--- src/rtl/instr_type_pkg.sv ---
`default_nettype none
// ============================================================================
// Module      : instr_type (package)
// Description : Shared load-kind encoding, load unit FSM states and
//               exception cause codes.
// Revision    : 1.0
// ============================================================================
package instr_type;

    typedef enum logic [2:0] {
        lk_invalid = 3'd0,
        lk_lb      = 3'd1,
        lk_lh      = 3'd2,
        lk_lw      = 3'd3,
        lk_lbu     = 3'd4,
        lk_lhu     = 3'd5
    } load_kind_t;

    typedef enum logic [2:0] {
        ST_IDLE = 3'd0,
        ST_REQ  = 3'd1,
        ST_WAIT = 3'd2,
        ST_WB   = 3'd3,
        ST_EXC  = 3'd4
    } load_state_t;

    localparam logic [1:0] c_exc_illegal    = 2'd0;
    localparam logic [1:0] c_exc_misaligned = 2'd1;

    function automatic logic kind_is_legal(input load_kind_t kind);
        return kind inside {lk_lb, lk_lh, lk_lw, lk_lbu, lk_lhu};
    endfunction

endpackage
`default_nettype wire

--- src/rtl/load_extract.sv ---
`default_nettype none
// ============================================================================
// Module      : load_extract
// Description : Selects the byte/halfword lane of a memory word and
//               sign- or zero-extends it according to the load kind.
// Revision    : 1.0
// ============================================================================
module load_extract
    import instr_type::*;
(
    input  load_kind_t  kind,
    input  logic [1:0]  addr,
    input  logic [31:0] word,
    output logic [31:0] result
);

    logic [7:0]  w_byte;
    logic [15:0] w_half;

    always_comb begin
        w_byte = word[7:0];
        case (addr)
            2'd0: w_byte = word[7:0];
            2'd1: w_byte = word[15:8];
            2'd2: w_byte = word[23:16];
            2'd3: w_byte = word[31:24];
            default: w_byte = word[7:0];
        endcase
        // Halfword lane uses addr[1] only, so a stray addr[0] folds onto lane 0/1.
        w_half = addr[1] ? word[31:16] : word[15:0];

        result = '0;
        case (kind)
            lk_lb:   result = {{24{w_byte[7]}}, w_byte};
            lk_lbu:  result = {24'd0, w_byte};
            lk_lh:   result = {{16{w_half[15]}}, w_half};
            lk_lhu:  result = {16'd0, w_half};
            lk_lw:   result = word;
            default: result = '0;
        endcase
    end

endmodule
`default_nettype wire

--- src/rtl/load_unit.sv ---
`default_nettype none
// ============================================================================
// Module      : load_unit
// Description : Single-outstanding load unit: request, wait, extend,
//               writeback. LOAD_MISALIGN_TRAP_EN enables misalignment traps.
// Revision    : 1.0
// ============================================================================
module load_unit
    import instr_type::*;
(
    input  logic        clk,
    input  logic        rst,
    input  logic        in_valid,
    output logic        in_ready,
    input  load_kind_t  in_kind,
    input  logic [31:0] in_addr,
    input  logic [4:0]  in_rd,
    output logic        mem_req_valid,
    input  logic        mem_req_ready,
    output logic [31:0] mem_addr,
    input  logic        mem_resp_valid,
    input  logic [31:0] mem_rdata,
    output logic        wb_valid,
    input  logic        wb_ready,
    output logic [4:0]  wb_rd,
    output logic [31:0] wb_data,
    output logic        exc_valid,
    output logic [1:0]  exc_cause
);

    load_state_t state_q, state_d;
    logic        alive_q, alive_d;
    load_kind_t  kind_q, kind_d;
    logic [31:0] addr_q, addr_d;
    logic [4:0]  rd_q, rd_d;
    logic [31:0] data_q, data_d;
    logic [1:0]  cause_q, cause_d;

    logic        w_accept;
    logic        w_legal;
    logic        w_misaligned;
    logic [31:0] w_ext_result;

    assign w_accept = (state_q == ST_IDLE) && alive_q && in_valid;
    assign w_legal  = kind_is_legal(in_kind);

`ifdef LOAD_MISALIGN_TRAP_EN
    assign w_misaligned = (((in_kind == lk_lh) || (in_kind == lk_lhu)) && in_addr[0])
                        || ((in_kind == lk_lw) && (in_addr[1:0] != 2'b00));
`else
    assign w_misaligned = 1'b0;
`endif

    load_extract u_extract (
        .kind   (kind_q),
        .addr   (addr_q[1:0]),
        .word   (mem_rdata),
        .result (w_ext_result)
    );

    always_ff @(posedge clk or negedge rst) begin
        if (!rst) begin
            state_q <= ST_IDLE;
        end else begin
            state_q <= state_d;
        end
    end

    always_comb begin
        state_d = state_q;
        case (state_q)
            ST_IDLE: begin
                if (w_accept) begin
                    state_d = (!w_legal || w_misaligned) ? ST_EXC : ST_REQ;
                end
            end
            ST_REQ:  if (mem_req_ready)  state_d = ST_WAIT;
            ST_WAIT: if (mem_resp_valid) state_d = ST_WB;
            ST_WB:   if (wb_ready)       state_d = ST_IDLE;
            ST_EXC:  state_d = ST_IDLE;
            default: state_d = ST_IDLE;
        endcase
    end

    // alive_q keeps in_ready low until the first edge after reset release.
    always_ff @(posedge clk or negedge rst) begin
        if (!rst) begin
            alive_q <= 1'b0;
            kind_q  <= lk_invalid;
            addr_q  <= '0;
            rd_q    <= '0;
            data_q  <= '0;
            cause_q <= '0;
        end else begin
            alive_q <= alive_d;
            kind_q  <= kind_d;
            addr_q  <= addr_d;
            rd_q    <= rd_d;
            data_q  <= data_d;
            cause_q <= cause_d;
        end
    end

    always_comb begin
        alive_d = 1'b1;
        kind_d  = kind_q;
        addr_d  = addr_q;
        rd_d    = rd_q;
        data_d  = data_q;
        cause_d = cause_q;
        if (w_accept) begin
            kind_d  = in_kind;
            addr_d  = in_addr;
            rd_d    = in_rd;
            cause_d = w_legal ? c_exc_misaligned : c_exc_illegal;
        end
        if ((state_q == ST_WAIT) && mem_resp_valid) begin
            data_d = w_ext_result;
        end
    end

    always_comb begin
        in_ready      = (state_q == ST_IDLE) && alive_q;
        mem_req_valid = (state_q == ST_REQ);
        mem_addr      = (state_q == ST_REQ) ? {addr_q[31:2], 2'b00} : 32'd0;
        wb_valid      = (state_q == ST_WB);
        wb_rd         = rd_q;
        wb_data       = data_q;
        exc_valid     = (state_q == ST_EXC);
        exc_cause     = (state_q == ST_EXC) ? cause_q : 2'd0;
    end

endmodule
`default_nettype wire

--- config.mk ---
export PLATFORM = sky130hd
export DESIGN_NAME = load_unit
export DESIGN_NICKNAME = d
export VERILOG_FILES = /design/src/rtl/instr_type_pkg.sv /design/src/rtl/load_extract.sv /design/src/rtl/load_unit.sv
export SDC_FILE = /design/constraint.sdc
export NUM_CORES = 1
export LEC_CHECK = 0
export BUFFER_PORTS_ARGS = -buffer_cell sky130_fd_sc_hd__buf_2
export CORE_AREA = 5 5 102 104
export DETAILED_ROUTE_END_ITERATION = 8
export DIE_AREA = 0 0 107 109
export PLACE_DENSITY_LB_ADDON = 0.12
export SLEW_MARGIN = 30
export SYNTH_ARGS = -nofsm -noshare
export SYNTH_HDL_FRONTEND = slang
export SYNTH_SLANG_ARGS = --single-unit
--- constraint.sdc ---
create_clock -name clk -period 4.4 [get_ports clk]
set_input_delay 0.88 -clock clk [delete_from_list [all_inputs] [get_ports clk]]
set_output_delay 0.88 -clock clk [all_outputs]
set_load 0.005 [all_outputs]
=== Word level (Yosys, flattened, before mapping) ===
Cells that the tools add are included.

* Equal/unequal tests: 21
* Muxes and demuxes: 12
* Reductions and logical operators: 7

{| class="wikitable"
|+ Operators with widths
! kind !! count
|-
| case mux 32 bit (5 select lines) || 1
|-
| 2-to-1 mux 32 bit || 1
|-
| case mux 8 bit (4 select lines) || 1
|-
| == test 3 x 2 -> 1 bit (second input constant) || 6
|-
| 2-to-1 mux 16 bit || 1
|-
| == test 3 bit (second input constant) || 5
|-
| 2-to-1 mux 3 bit || 5
|-
| case mux 3 bit (4 select lines) || 1
|-
| == test 3 x 1 -> 1 bit (second input constant) || 3
|-
| nonzero test 5 bit || 1
|-
| == test 2 bit (second input constant) || 2
|-
| != test 2 x 1 -> 1 bit (second input constant) || 2
|-
| != test 2 bit (second input constant) || 2
|-
| AND reduction 4 bit || 1
|-
| logical AND 1 bit || 3
|-
| logical NOT 3 bit || 1
|-
| == test 2 x 1 -> 1 bit (second input constant) || 1
|-
| logical NOT 2 bit || 1
|-
| 2-to-1 mux 2 bit || 1
|-
| 2-to-1 mux 1 bit || 1
|}

* Register bits after elaboration: 78
* Input port bits: 78
* Output and inout bits: 75
* Word-level logic and storage cells: 47

=== Depth between registers and ports, before layout ===
* Depth in word-level cells: 5
* Gate-level depth with buffers: 7
* Mapped depth without buffers: 4

=== Cells and area by module ===
A second synthesis with hierarchy kept.

* Cells, all modules: 365
* Area total of the unflattened synthesis: 4505.6 um^2

{| class="wikitable"
|+ By module, submodules not included
! module !! times used !! cells each !! area each (um^2) !! sequential area each (um^2)
|-
| load_unit || 1 || 216 || 3345.7 || 1926.8
|-
| load_extract || 1 || 149 || 1159.9 || 0.0
|}

=== Worst setup path after synthesis ===
OpenSTA, ideal clock, no wires.

* Path kind: register -> output
* Start point: register state_q[0]
* End point: output mem_addr[22]
* Arrival: 1.197 ns
* Slack: 2.323 ns
* Stages on the path, launching flop included: 5
* Buffers on the path: 1
* Path through: dfrtp_1 inv_1 nor3_1 clkbuf_1 and2_1

* Longest elaborated chain between the ends: 2

{| class="wikitable"
|+ RTL lines
! item !! RTL line !! RTL
|-
| from (decl) || load_unit.sv:31 || <nowiki>load_state_t state_q, state_d;</nowiki>
|-
| from (signal assigned) || load_unit.sv:65 || <nowiki>state_q <= state_d;</nowiki>
|-
| == test 3 x 1 -> 1 bit || - ||
|-
| net mem_req_valid || load_unit.sv:18 || <nowiki>output logic mem_req_valid,</nowiki>
|-
| 2-to-1 mux 32 bit || load_unit.sv:125 || <nowiki>mem_addr = (state_q == ST_REQ) ? {addr_q[31:2], 2'b00} : 32'd0;</nowiki>
|-
| to (decl) || load_unit.sv:20 || <nowiki>output logic [31:0] mem_addr,</nowiki>
|}

The timed path passes the listed nets, and every way through them passes these cells.

=== Worst setup path in the final report ===
* Start point: register state_q[0]
* End point: output mem_addr[15]

* Longest elaborated chain between the ends: 2

{| class="wikitable"
|+ RTL lines
! item !! RTL line
|-
| == test 3 x 1 -> 1 bit || load_unit.sv:125
|-
| 2-to-1 mux 32 bit || load_unit.sv:125
|}

Every way passes these cells.

==> impl_metrics.csv <==
group,metric,value,unit
cells_and_area,drive_gt1_share,41.7,%
power,total_power,3.26,mW
run,drv_cap,0,
yosys,synth_fa_ha_area_share,0.246,%
sta,finalSetupViolations,0,
drt,avgRoutedWirePerCell,17.2,µm
power,power_frac_clock,16.5,%
yosys,yosys.area_share.simple,13.8,%
clock_tree,htreeDepth,3,
critical_path,path_class,"reg -> out",
power,switching_share,38.2,%
sta,setup_tns,0,ns
global_routing,overflow,0,
critical_path,slowest_stage,"dfrtp_1",
sta,fmax,388,MHz
floorplan,fp.dieH,109,µm
power,p_switching,1.25,mW
floorplan,die-area,11700,µm²
yosys,syn-cell-area,4060,µm²
clock_tree,cts.sink_count,77,
floorplan,die_w,107,µm
drt,dr.first_iter.drc_count,102,
clock_tree,post_cts_buffers,0,
yosys,synth.area.mux_share,16.9,%
global_routing,track_usage,19.0,%
clock_tree,root_buffer,"clkbuf_8",
place,dpl.hpwl,7.81,mm
cells_and_area,mostFrequentLayoutCell,"buf_2",
sta,slew_headroom,35.6,%
global_routing,grt_max_degree,78,
critical_path,path_delay_family,"buffers and inverters",
drt,dr.pass1.iters,4,
sta,final_hold_viol_count,0,
clock_tree,clkLatencyLatePin,0.35,ns
global_routing,grt_pass1_vias,3477,
place,io_buffers,149,
clock_tree,cts_tree,"yes",
yosys,synth_cell_types,40,
critical_path,cp.required,3.52,ns
yosys,synth_compound_area_share,15.7,%
sta,period_share,58.5,%
place,dp_cells,619,
clock_tree,cts_buffer_depth,2,
yosys,synthCells,384,
sta,fin_crit,2.57,ns
yosys,avgSynthCellArea,10.6,µm²
power,p_comb_share,43.5,%
global_routing,antenna_found_initial,0,
clock_tree,cts_hold_buf,0,
critical_path,cp_cell_sequence,"inv_1 -> nor3_2 -> buf_4 -> and2_1 -> buf_2",
floorplan,core,9460,µm²
yosys,ys_ff_latch,77,
cells_and_area,fin_nets,594,
power,power.density,652,nW/µm²
clock_tree,path_clk_slew,0.08,ns
yosys,yosys_warnings,0,
sta,worst_slew_pin_slew,0.963,ns
cells_and_area,fillers,905,
status,outcome,"finished clean",
cells_and_area,antennaDiodeCount,0,
cells_and_area,final_cells,635,
drt,drc_errors,0,
power,power_leakage,2.48,nW
place,gp_congestion,0.832,
clock_tree,ctsResizeCount,0,
cells_and_area,mostFrequentLayoutCells,"buf_2 (148), dfrtp_1 (76), mux2_2 (42), nand2_1 (35), and2_1 (33)",
sta,skew,0.00987,ns
floorplan,start_util,42.9,%
drt,routed_wl,10.9,mm
hold_path,hold_path_class,"reg -> reg",
critical_path,cp_max_fo,31,
critical_path,slowest_delay,0.49,ns
floorplan,core.rowCount,36,
floorplan,num_io_pins,153,
yosys,seq_area_frac_synth,47.4,%
yosys,synth_top_family_by_area,"multiplexers",
power,internal_power,2.01,mW
drt,ant_nets,0,
sta,final-max-slew-violation-count,0,
yosys,synth_edf_count,0,
drt,vias_per_cell,5.39,
yosys,synth_xor_xnor_area_share,0.216,%
global_routing,grt_pass1_wl,17.4,mm
critical_path,path_buf_inv,3,
clock_tree,numCtsBuffers,9,
yosys,ys.flop_type,"dfrtp_1",
yosys,ys_async_sr_fraction,100,%
critical_path,crit_arrival,1.69,ns
critical_path,cp-start-kind,"flip-flop",
power,seq_power_share,40.0,%
drt,vias,3423,
cells_and_area,area_growth,23.1,%
sta,rsz0062_at_grt,"no",
critical_path,crit_path_end_kind,"output pin",
power,irDropWorstVdd,0.262,mV
[area by class of cell]
cell class,instances,area [µm²],share of cell area (%)
Clock buffer,10,128,2.55
Clock inverter,6,62.6,1.25
Inverter,9,33.8,0.676
Multi-Input combinational cell,268,1940,38.7
Sequential cell,77,1930,38.6
Tap cell,114,143,2.85
Timing Repair Buffer,151,767,15.3
[worst reg2reg max path: stages, from the launching register on]
cell,delay (ns)
dfrtp_1,0.58
nor2b_2,0.68
and2_1,0.66
a21oi_1,0.17
o221ai_1,0.18
[metal layers]
layer / up-vias / share of wire, % / track usage, % / routed length, µm
li1: 1630 / - / - / -
met1: 1670 / 42 / 23.1 / 4580
met2: 111 / 50 / 32.9 / 5490
met3: 12 / 6.5 / 4.56 / 710
met4: 0 / 1.5 / 6.85 / 165
met5: - / 0 / 0 / 0
[kinds of logic (layout without fill, tap and decap cells)]
| group | Yosys count | count (layout) |
|---|---|---|
| DFF | 77 | 77 |
| other | 2 | 4 |
| xor gates and xnor gates | 1 | 1 |
| and+or+nand+nor | 101 | 101 |
| adders and majority gates | 1 | 1 |
| buffers and inverters | 41 | 176 |
| muxes | 62 | 62 |
| AOI/OAI and AO/OA | 99 | 99 |
[power by group through the flow]
stage                     sequential [mW]  clock, mW  combinational, mW
after floorplan                      1.20          0               1.06
after global placement               1.30          0               1.40
after detailed placement             1.32          0               1.43
after CTS                            1.31      0.552               1.44
after global routing                 1.36      0.587               1.59
final                                1.30      0.536               1.42
[sequential cells by signal (all words and copies together), names as in the netlist]
register / flops
addr_q: 32
wb_rd: 5
cause_q: 1
kind_q: 3
state_q: 3
wb_data: 32
alive_q: 1
[cell usage after synthesis (8+ instances only)]
library cell / instances / area [µm²]
dfrtp_1: 77 / 1930
mux2i_1: 19 / 190
clkbuf_1: 11 / 41.3
mux2_2: 42 / 473
o21ai_0: 14 / 70.1
and2_1: 33 / 206
inv_1: 8 / 30.0
o21ai_1: 17 / 85.1
buf_2: 9 / 45.0
a21oi_1: 28 / 140
nand2_1: 35 / 131
[through the flow]
step / hold slack [ns] / cell area [µm²] / utilization (%) / setup WS (ns)
CTS: 0.480 / 5000 / 52.8 / 1.79
global route: 0.514 / 5000 / 52.8 / 1.71
global placement: 0.453 / 4790 / 50.7 / 1.90
finish: 0.477 / 5000 / 52.8 / 1.83
floorplan: 0.438 / 4070 / - / 2.32
detailed placement: 0.460 / 4810 / 50.8 / 2.07
[path summary, 6_finish.rpt]
kind,from,end,slack [ns],cells after the start
max,state_q[0]$_DFFE_PN0P_,mem_addr[15],1.83,5
min,wb_data[2]$_DFFE_PN0P_,wb_data[2]$_DFFE_PN0P_,0.48,2
max reg2reg,kind_q[1]$_DFFE_PN0P_,wb_data[3]$_DFFE_PN0P_,2.04,4
min reg2reg,wb_data[2]$_DFFE_PN0P_,wb_data[2]$_DFFE_PN0P_,0.48,2
max in group asynchronous,rst,addr_q[15]$_DFFE_PN0P_,3.34,1
min in group asynchronous,rst,wb_data[15]$_DFFE_PN0P_,0.54,1
Power figures use the tool's default switching activity.
